$ cat src/rtl/nsa_pkg.sv
// Shared definitions for the nibble-serial adder: FSM encoding and
// nibble-count helpers.
package nsa_pkg;

    localparam int DEFAULT_WIDTH = 16;
    localparam int NIBBLES       = DEFAULT_WIDTH / 4;
    localparam int CNT_W         = (NIBBLES > 1) ? $clog2(NIBBLES) : 1;

    typedef enum logic [1:0] {
        ST_IDLE = 2'd0,
        ST_RUN  = 2'd1,
        ST_DONE = 2'd2
    } nsa_state_e;

    function automatic int nibbles(input int width);
        return width / 4;
    endfunction

    // Counter width for an arbitrary operand width; never narrower than 1 bit.
    function automatic int cnt_width(input int width);
        return (width / 4 > 1) ? $clog2(width / 4) : 1;
    endfunction

endpackage

$ cat src/rtl/claAdder4b.sv
// 4-bit carry-lookahead adder, purely combinational.
module claAdder4b (
    input  logic [3:0] a_i,
    input  logic [3:0] b_i,
    input  logic       ci_i,
    output logic [3:0] s_o,
    output logic       co_o
);

    logic [3:0] g;
    logic [3:0] p;
    logic [4:0] c;

    assign g = a_i & b_i;
    assign p = a_i ^ b_i;

    assign c[0] = ci_i;
    assign c[1] = g[0] | (p[0] & c[0]);
    assign c[2] = g[1] | (p[1] & g[0]) | (p[1] & p[0] & c[0]);
    assign c[3] = g[2] | (p[2] & g[1]) | (p[2] & p[1] & g[0])
                | (p[2] & p[1] & p[0] & c[0]);
    assign c[4] = g[3] | (p[3] & g[2]) | (p[3] & p[2] & g[1])
                | (p[3] & p[2] & p[1] & g[0]) | (p[3] & p[2] & p[1] & p[0] & c[0]);

    assign s_o  = p ^ c[3:0];
    assign co_o = c[4];

endmodule

$ cat src/rtl/nibble_serial_add16.sv
// Multi-cycle add/subtract: one claAdder4b stepped across the operands a nibble
// per clock, with a start/busy/done handshake for the control unit.
module nibble_serial_add16
    import nsa_pkg::*;
#(
    parameter int WIDTH = DEFAULT_WIDTH
) (
    input  logic             clk,
    input  logic             rst_n,
    input  logic             start,
    input  logic             sub,
    input  logic [WIDTH-1:0] a,
    input  logic [WIDTH-1:0] b,
    input  logic             ci,
    output logic             busy,
    output logic             done,
    output logic [WIDTH-1:0] r,
    output logic             co,
    output logic             ovf,
    output logic             zero,
    output nsa_state_e       dbg_state_o
);

    localparam int NIB = nibbles(WIDTH);
    localparam int KW  = cnt_width(WIDTH);

    // Handshake: start is honoured only in IDLE and its operands are captured
    // on that edge; busy covers the nibble cycles; done is a single-cycle pulse
    // from which r/co/ovf/zero are valid and held until the next done.

    nsa_state_e       state_q;
    logic [WIDTH-1:0] opa_q;
    logic [WIDTH-1:0] opb_q;
    logic [WIDTH-1:0] acc_q;
    logic [WIDTH-1:0] acc_d;
    logic [WIDTH-1:0] r_q;
    logic [KW-1:0]    k_q;
    logic             carry_q;
    logic             busy_q;
    logic             done_q;
    logic             co_q;
    logic             ovf_q;
    logic             zero_q;

    logic [KW+1:0]    base;
    logic [3:0]       nib_s;
    logic             nib_co;
    logic             last_nib;

    assign base     = {k_q, 2'b00};
    assign last_nib = (k_q == KW'(NIB - 1));

    claAdder4b u_cla (
        .a_i  (opa_q[base +: 4]),
        .b_i  (opb_q[base +: 4]),
        .ci_i (carry_q),
        .s_o  (nib_s),
        .co_o (nib_co)
    );

    always_comb begin
        acc_d            = acc_q;
        acc_d[base +: 4] = nib_s;
    end

    // Results are registered from acc_d on the last nibble edge so they are
    // already valid in the DONE cycle that raises the done pulse.
    always_ff @(posedge clk) begin
        if (!rst_n) begin
            state_q <= ST_IDLE;
            opa_q   <= '0;
            opb_q   <= '0;
            acc_q   <= '0;
            r_q     <= '0;
            k_q     <= '0;
            carry_q <= 1'b0;
            busy_q  <= 1'b0;
            done_q  <= 1'b0;
            co_q    <= 1'b0;
            ovf_q   <= 1'b0;
            zero_q  <= 1'b0;
        end else begin
            case (state_q)
                ST_IDLE: begin
                    done_q <= 1'b0;
                    if (start) begin
                        opa_q   <= a;
                        opb_q   <= sub ? ~b : b;
                        carry_q <= sub ? 1'b1 : ci;
                        k_q     <= '0;
                        busy_q  <= 1'b1;
                        state_q <= ST_RUN;
                    end
                end
                ST_RUN: begin
                    acc_q   <= acc_d;
                    carry_q <= nib_co;
                    k_q     <= k_q + KW'(1);
                    if (last_nib) begin
                        busy_q  <= 1'b0;
                        done_q  <= 1'b1;
                        r_q     <= acc_d;
                        co_q    <= nib_co;
                        ovf_q   <= (opa_q[WIDTH-1] == opb_q[WIDTH-1])
                                && (acc_d[WIDTH-1] != opa_q[WIDTH-1]);
                        zero_q  <= (acc_d == '0);
                        state_q <= ST_DONE;
                    end
                end
                ST_DONE: begin
                    done_q  <= 1'b0;
                    state_q <= ST_IDLE;
                end
                default: begin
                    busy_q  <= 1'b0;
                    done_q  <= 1'b0;
                    state_q <= ST_IDLE;
                end
            endcase
        end
    end

    assign busy        = busy_q;
    assign done        = done_q;
    assign r           = r_q;
    assign co          = co_q;
    assign ovf         = ovf_q;
    assign zero        = zero_q;
    assign dbg_state_o = state_q;

endmodule

$ cat config.mk
export PLATFORM = sky130hd
export DESIGN_NAME = nibble_serial_add16
export DESIGN_NICKNAME = d
export VERILOG_FILES = /design/src/rtl/nsa_pkg.sv /design/src/rtl/claAdder4b.sv /design/src/rtl/nibble_serial_add16.sv
export SDC_FILE = /design/constraint.sdc
export NUM_CORES = 1
export LEC_CHECK = 0
export ABC_AREA = 0
export CORE_AREA = 3 3 84 86
export DETAILED_ROUTE_END_ITERATION = 8
export DIE_AREA = 0 0 87 89
export GPL_ROUTABILITY_DRIVEN = 0
export GPL_TIMING_DRIVEN = 0
export PLACE_DENSITY = 0.83
export SKIP_LAST_GASP = 1
export SLEW_MARGIN = 20
export SYNTH_ARGS = -nofsm -noshare
export SYNTH_HDL_FRONTEND = slang
export SYNTH_SLANG_ARGS = --single-unit
$ cat constraint.sdc
create_clock -name clk -period 6.1 [get_ports clk]
set_input_delay 0.915 -clock clk [delete_from_list [all_inputs] [get_ports clk]]
set_output_delay 0.915 -clock clk [all_outputs]
set_load 0.03 [all_outputs]
Yosys cells after proc, flatten, opt, wreduce, memory -nomap -nowiden --
Cells that the tools add are included.
Operators by class: add/sub/neg operators 2, equal/unequal tests 7, shift-type cells 4, mux-type cells 13, bitwise operators 31, reduce and logical (&&, ||, !) cells 10
Operators by type and width (count):
- indexed part select 16 x 5 -> 4 bit | 2
- AND 1 bit | 16
- bitwise mux 16 bit | 1
- logical NOT 16 bit | 1
- 2-to-1 mux 16 bit | 1
- NOT 16 bit | 1
- variable shift 4 x 6 -> 16 bit, first input constant | 1
- indexed part select 4 x 6 -> 16 bit | 1
- OR 1 bit | 10
- AND reduction 2 bit | 5
- one-hot mux 2 bit (2 select lines) | 2
- bitwise XOR 4 bit | 2
- 2-to-1 mux 2 bit | 3
- negator 4 -> 6 bit | 1
- AND 4 bit | 1
- == test 2 bit, second input constant | 2
- 2-to-1 mux 1 bit | 4
- inequality test 2 bit, second input constant | 2
- one-hot mux 1 bit (3 select lines) | 1
- AND reduction 3 bit | 1
- adder 2 x 1 -> 2 bit, second input constant | 1
- == test 2 x 1 -> 1 bit, second input constant | 1
- logical NOT 2 bit | 1
- one-hot mux 1 bit (2 select lines) | 1
- other kinds (5) | 5
Storage, ports and cells: register bits after elaboration 74, logic and storage cells 79

Longest topological paths before layout --
Gate-level depths: netlist (run 1).
depth in word-level cells 11, mapped depth 10, gate-level depth less buffers 8

Cells and area by module --
Synthesis (run 1) repeated with hierarchy kept, for this count alone.
Second synthesis, totals: cell total of the unflattened synthesis 385, area total of the unflattened synthesis 3452.1 µm²
By module, submodules not included:
- nibble_serial_add16 | times used 1, cells each 368, area each 3304.4 µm²
- claAdder4b | times used 1, cells each 17, area each 147.6 µm²

Worst setup path before layout (run 1) --
No wires, ideal clock.
path kind reg2reg, start register k_q[1], end register ovf_q (netlist: ovf), library setup time 66 ps, arrival 2757 ps, data required time 6034 ps, setup slack 3277 ps, stages on the path, launching flop included 10, clock period less this slack 2823 ps, path through dfxtp_1 clkbuf_1 mux4_2 ha_1 a41o_1 a21oi_2 xnor2_2 a21oi_2 or3_1 a21oi_2
Between the ends: longest elaborated chain between the ends 11
RTL lines:
- from (decl) | RTL line nibble_serial_add16.sv:37 | logic [KW-1:0] k_q;
- from (signal assigned) | RTL line nibble_serial_add16.sv:98 | k_q <= k_q + KW'(1);
- indexed part select 16 x 5 -> 4 bit (on tied branches) | RTL line nibble_serial_add16.sv:54, nibble_serial_add16.sv:55
- bitwise XOR 4 bit or AND 4 bit (tied branches) | RTL line claAdder4b.sv:15, claAdder4b.sv:14
- AND 1 bit (on tied branches) | RTL line claAdder4b.sv:20, claAdder4b.sv:21
- OR 1 bit (tied with other cells) | RTL line claAdder4b.sv:20 | assign c[3] = g[2] | (p[2] & g[1]) | (p[2] & p[1] & g[0])
- OR 1 bit or AND 1 bit (tied branches) | RTL line claAdder4b.sv:20, claAdder4b.sv:21
- OR 1 bit | RTL line claAdder4b.sv:21 | | (p[2] & p[1] & p[0] & c[0]);
- bitwise XOR 4 bit | RTL line claAdder4b.sv:25 | assign s_o = p ^ c[3:0];
- indexed part select 4 x 6 -> 16 bit | RTL line nibble_serial_add16.sv:63 | acc_d[base +: 4] = nib_s;
- bitwise mux 16 bit | RTL line nibble_serial_add16.sv:63
- inequality test 1 bit | RTL line nibble_serial_add16.sv:105 | && (acc_d[WIDTH-1] != opa_q[WIDTH-1]);
- logical AND 1 bit | RTL line nibble_serial_add16.sv:105
- to (signal assigned) | RTL line nibble_serial_add16.sv:104 | ovf_q <= (opa_q[WIDTH-1] == opb_q[WIDTH-1])
- to (decl) | RTL line nibble_serial_add16.sv:42 | logic ovf_q;
Several ways; a longest one is shown, not always the timed one. A chain may end at the register's enable or synchronous reset.

Worst setup path after layout (run 1) --
Ends and elaborated chain as after synthesis.

==> results.cfg, run 1 <==
[detailed_routing]
antenna_left = 0
drc = 0
drt_wl_total_um = 8550
vias = 3137
drtIter0Drc = 178
drtPass1Iterations = 6
viasPerCell = 5.70
wl_per_cell_um = 15.5

[clock_tree]
cts_buffer_depth = 2
clk_pin_slew_ns = 0.07
post-cts-setup-buffers = 0
cts_resized = 0
cts-buffers-inserted = 9
cts.sinks = 74
cts_tree = done
cts-root-buf = clkbuf_8
insertion_delay_ns = 0.35
cts_max_level = 3
hold_buffers = 0

[timing]
clock_skew_ns = 0.00824
slew_violations = 0
tightest_slew_ns = 0.687
slew_headroom_pct = 54.2
tns_ns = 0
hold_viol_final = 0
min_period_ns = 3.24
setup_viol = 0
period_share_pct = 53.1
clock.fmax_mhz = 309
grt_setup_unrepaired = no

[global_route]
grt_pass1_vias = 3130
antenna_found_initial = 0
grt_util_all_layers_pct = 23.8
grt_pass1_wl_um = 14300
overflow = 0
grt_max_degree = 12

[synthesis]
syn-num-nets = 448
yosysWarningCount = 0
synth_top_area_cell = dfxtp_1
ys_seq_elements = 74
async_flop_share_pct = 0
netlist_area_um2 = 3640
ys_seq_area_share_pct = 40.7
synth_edf_count = 0
synth.top_cell.area_share_pct = 40.7
ys_types = 45
synthFlopType = dfxtp_1
synth_area_leaders = dfxtp_1 41%, o211a_1 9.6%, nand2_1 8.7%
syn_avg_cell_area_um2 = 9.12
synth_cells = 399

[worst_setup_path]
critPathMaxFanout = 10
cp-startpoint = k_q[1]
r2r_slack_ns = 2.86
r2r_cells = 9
r2r-start = k_q[1]
worstPathArrival_ns = 3.52
crit_required_ns = 6.38
crit_type = reg -> reg
critPathCaptureType = register
crit_path_start_kind = register
r2r-end = ovf

[min_path]
worstHoldStart = r[10]
whs_endpoint = r[10]
holdPathStages = 2
hold_path_class = reg -> reg

[floorplanning]
die_w_um = 87
coreArea_um2 = 6350
rows = 29
dieHeight_um = 89
initial_core_util_pct = 57.3
fp.dieArea_um2 = 7740
boundaryPins = 60

[flow_run]
drv_cap = 0

[power]
p_per_area_nw_per_um2 = 240
p_leak_nw = 2.05
irDropWorstVdd_uv = 135

[layout]
n_antenna_cell = 0
drive_gt1_share_pct = 8.88
postLayoutCellArea_um2 = 4500
area_delta_synth_final_pct = 23.6
nets = 517

[placed_design]
post-dp-hpwl_um = 6370
dpl_cell_area_um2 = 4320
numPortBuffers = 58

[run_status]
outcome = finished, final reports clean
## power breakdown
group          switching, mW  internal (mW)
Clock                  0.171          0.180
Combinational          0.108         0.0931
Sequential            0.0169          0.509
Total                  0.297          0.783
## cell usage after synthesis, types with 2 or more instances
cell and n:
o21ai_0 14, a21boi_0 21, nor2_1 11, inv_1 10, mux4_2 8, a21oi_1 14
o211a_1 35, a22oi_1 4, dfxtp_1 74, and2b_2 2, nand2b_1 4, xor2_1 3
a21oi_2 3, xnor2_1 16, ha_1 11, clkbuf_1 15, nand2_1 84, buf_2 10
a31oi_1 3, o22ai_1 4, and2_1 5, a221oi_1 2, o32ai_1 2, nand3_1 3
nor3_1 5, and2b_1 2, and3_1 2, nor2b_1 15
## metrics by stage
stage / hold slack [ns] / util (%) / power [mW] / instances / setup WS, ns
after global routing: 0.489 / 70.8 / 1.13 / 550 / 2.66
after floorplan: 0.440 / - / 0.668 / 399 / 3.28
final: 0.464 / 70.8 / 1.08 / 550 / 2.86
after CTS: 0.468 / 70.8 / 1.08 / 550 / 2.85
after global placement: 0.449 / 68.0 / 0.729 / 534 / 2.92
after detailed placement: 0.458 / 68.0 / 0.736 / 534 / 2.87
## cells by family (layout without fill, tap and decap cells)
group / after synthesis / after routing / synth area share (%)
AOI/OAI and AO/OA: 108 / 108 / 22.9
muxes: 8 / 8 / 4.95
buffers and inverters: 37 / 111 / 4.37
and+or+nand+nor: 140 / 140 / 17.7
xor gates and xnor gates: 20 / 20 / 5.02
DFF: 74 / 74 / 40.7
adders and majority gates: 12 / 12 / 4.33
## placed cells by master (no fill, tap or decap), drive strengths merged, types with 4 or more instances in the layout
cell type      instances
nand2                 85
dfxtp                 74
clkdlybuf4s50         58
o211a                 35
clkbuf                29
a21boi                21
xnor2                 17
a21oi                 17
nor2b                 15
o21ai                 14
buf                   12
nor2                  11
ha                    11
inv                   10
mux4                   8
and2                   5
nor3                   5
nand2b                 4
a22oi                  4
o22ai                  4
and2b                  4
## how the worst max path moves through the flow
| stage | depth (start not counted) | endpoint | slack [ns] |
|---|---|---|---|
| after global routing | 9 | ovf | 2.66 |
| after CTS | 9 | ovf | 2.85 |
| final | 9 | ovf | 2.86 |
| after floorplan | 9 | ovf | 3.28 |
| after global placement | 8 | acc_q[6] | 2.92 |
| after detailed placement | 9 | ovf | 2.87 |
## critical path: stages, from the launching register on
cell and delay [ns]:
dfxtp_1 0.39, clkbuf_1 0.55, mux4_2 0.61, ha_1 0.37, a41o_1 0.26, a21oi_2 0.21
xnor2_2 0.21, a21oi_2 0.12, or3_1 0.34, a21oi_2 0.11
## metal layers
metal / vias up / GRT usage (%) / part of all wire [%]
met1: 1465 / 27.5 / 43
met5: - / 0 / 0
met2: 113 / 42.3 / 50
met3: 24 / 4.06 / 5.0
met4: 0 / 12.5 / 2.8
li1: 1535 / - / -
## cell type report
class / instances / area (um^2)
well taps: 77 / 96.3
clock buffers: 14 / 173
multi-input cells: 288 / 2000
clock inverters: 2 / 10.0
fillers: 506 / 1850
plain buffers: 27 / 121
repair buffers: 58 / 581
flip-flops and latches: 74 / 1480
inverters: 10 / 37.5
## state kept, by name, indices dropped and copies added (netlist names)
name	flops
opb_q	16
acc_q	16
k_q	2
r	16
done	1
ovf	1
carry_q	1
busy	1
co	1
zero	1
dbg_state_o	2
opa_q	16
Note: power is estimated with default switching activity, not from simulation.
==> run 2, diff against run 1 <==
--- a/config.mk
+++ b/config.mk
@@ -6,12 +6,12 @@
 export NUM_CORES = 1
 export LEC_CHECK = 0
 export ABC_AREA = 0
-export CORE_AREA = 3 3 84 86
+export CORE_AREA = 3 3 87 89
 export DETAILED_ROUTE_END_ITERATION = 8
-export DIE_AREA = 0 0 87 89
+export DIE_AREA = 0 0 90 92
 export GPL_ROUTABILITY_DRIVEN = 0
 export GPL_TIMING_DRIVEN = 0
-export PLACE_DENSITY = 0.83
+export PLACE_DENSITY = 0.78
 export SKIP_LAST_GASP = 1
 export SLEW_MARGIN = 20
 export SYNTH_ARGS = -nofsm -noshare
==> constraint.sdc (replaced) <==
create_clock -name clk -period 3.37 [get_ports clk]
set_input_delay 0.5055 -clock clk [delete_from_list [all_inputs] [get_ports clk]]
set_output_delay 0.5055 -clock clk [all_outputs]
set_load 0.03 [all_outputs]
==> run 2 against run 1 <==
- cell area increased by 0.81%
- clock skew rose by 0.0022 ns
- worst hold slack got worse by 0.0019 ns
- cell count up 3.5%
- global-route usage is 2.2 points lower
- register-to-register slack worse by 2.5 ns
- sequential share of layout area decreased by 0.26 points
==> results.cfg, run 2 (synthesized netlist as in run 1, its figures left out) <==
[detailed_routing]
drc = 0
viasPerCell = 5.52
antenna_left = 0
drtIter0Drc = 136
wl_per_cell_um = 15.1
drtPass1Iterations = 5
drt_wl_total_um = 8580
vias = 3141

[timing]
min_period_ns = 3.02
clock.fmax_mhz = 331
slew_violations = 0
setup_viol = 0
tightest_slew_ns = 0.536
slew_headroom_pct = 64.1
tns_ns = 0
clock_skew_ns = 0.0105
period_share_pct = 89.7
grt_setup_unrepaired = no
hold_viol_final = 0

[worst_setup_path]
worstPathArrival_ns = 3.32
r2r-start = k_q[0]
crit_required_ns = 3.67
cp_top_family = compound AO/OA/AOI/OAI gates
critical_path_buf_inv_count = 1
crit_path_start_kind = register
crit_type = reg -> reg
cp-startpoint = k_q[0]
crit_path_frequent_cell = a21oi_2
max_stage_delay_ns = 0.56
critPathCaptureType = register
critPathMaxFanout = 10
r2r_slack_ns = 0.35
crit_chain = buf_2, mux4_2, ha_1, a41o_1, a21oi_2, xnor2_2, a21oi_2, or3_1, a21oi_2
slowest_stage = mux4_2

[floorplanning]
boundaryPins = 60
fp.dieArea_um2 = 8280
coreArea_um2 = 6830
initial_core_util_pct = 53.3
die_w_um = 90
rows = 30
dieHeight_um = 92

[layout]
area_delta_synth_final_pct = 24.6
nets = 517
layout_common_cells = 84 x nand2_1, 74 x dfxtp_1, 58 x clkdlybuf4s50_1, 35 x o211a_1, 21 x a21boi_0
n_antenna_cell = 0
layout_commonest_cell = nand2_1
fin_cells = 569
drive_gt1_share_pct = 9.51

[placed_design]
placedCellCount = 553
numPortBuffers = 58
post-dp-hpwl_um = 6410

[clock_tree]
cts_buffer_depth = 2
cts-buffers-inserted = 9
cts_max_level = 3
cts_resized = 0
hold_buffers = 0
post-cts-setup-buffers = 0
insertion_delay_ns = 0.35
cts.sinks = 74
cts-root-buf = clkbuf_8
clk_pin_slew_ns = 0.08
cts_tree = done

[global_route]
antenna_found_initial = 0
grt_pass1_wl_um = 14400
grt_util_all_layers_pct = 21.6
overflow = 0
grt_pass1_vias = 3030
grt_max_degree = 14

[min_path]
hold_path_class = reg -> reg
worstHoldStart = opa_q[11]

[flow_run]
drv_cap = 0

[power]
p_leak_nw = 2.04
p_per_area_nw_per_um2 = 441
irDropWorstVdd_uv = 244

[run_status]
outcome = finished, final reports clean
-- run 2: cell types whose count changed in the layout (fill, tap and decap cells not counted) --
cell and change:
bufinv_16 +1, clkbuf_1 -3, clkbuf_2 +1, clkbuf_8 -3, clkinvlp_4 +4
-- run 2: tightest hold or removal path, delay by kind of cell, from the launching register on --
family          cells  cell delay (ns)
compound gates      1             0.06
flops               1             0.31
simple gates        1             0.04
-- run 2: per-layer routing --
layer	GRT usage (%)	vias up	routed length (um)
li1	-	1523	-
met1	25.3	1521	3690
met2	37.8	84	4380
met3	6.07	13	408
met4	7.91	0	106
met5	0	-	0
-- run 2: per-stage QoR --
stage	hold WS (ns)	setup WS (ns)	power (mW)	instance area [um^2]	util, %
after floorplan	0.440	0.547	1.21	3640	-
after global placement	0.451	0.156	1.32	4340	63.5
after detailed placement	0.456	0.178	1.33	4340	63.5
after CTS	0.466	0.165	2.00	4530	66.4
after global routing	0.488	0.0681	2.09	4530	66.4
final	0.462	0.348	2.00	4530	66.4
-- run 2: power breakdown --
part / total [mW] / switching (mW) / internal (mW) / leakage [nW]
clock: 0.684 / 0.346 / 0.339 / 0.0873
combinational: 0.361 / 0.192 / 0.169 / 1.35
sequential: 0.954 / 0.0320 / 0.922 / 0.606
-- run 2: worst paths after layout --
kind	depth (start not counted)	to
setup / recovery	9	ovf
hold / removal	2	opa_q[11]
hold reg to reg	2	opa_q[11]
setup reg to reg	9	ovf
-- run 2: final cells by class --
| type | count | area [um^2] |
|---|---|---|
| Sequential cell | 74 | 1480 |
| Inverter | 10 | 37.5 |
| Buffer | 27 | 123 |
| Clock buffer | 9 | 124 |
| Tap cell | 96 | 120 |
| Timing Repair Buffer | 58 | 581 |
| Clock inverter | 7 | 70.1 |
| Multi-Input combinational cell | 288 | 2000 |
| Fill cell | 582 | 2300 |
==> run 3, diff against run 2 <==
--- a/config.mk
+++ b/config.mk
@@ -9,7 +9,6 @@
 export CORE_AREA = 3 3 87 89
 export DETAILED_ROUTE_END_ITERATION = 8
 export DIE_AREA = 0 0 90 92
-export GPL_ROUTABILITY_DRIVEN = 0
 export GPL_TIMING_DRIVEN = 0
 export PLACE_DENSITY = 0.78
 export SKIP_LAST_GASP = 1
==> results of run 3 <==
No change in the layout: final DEF, timing and power equal those of run 2.
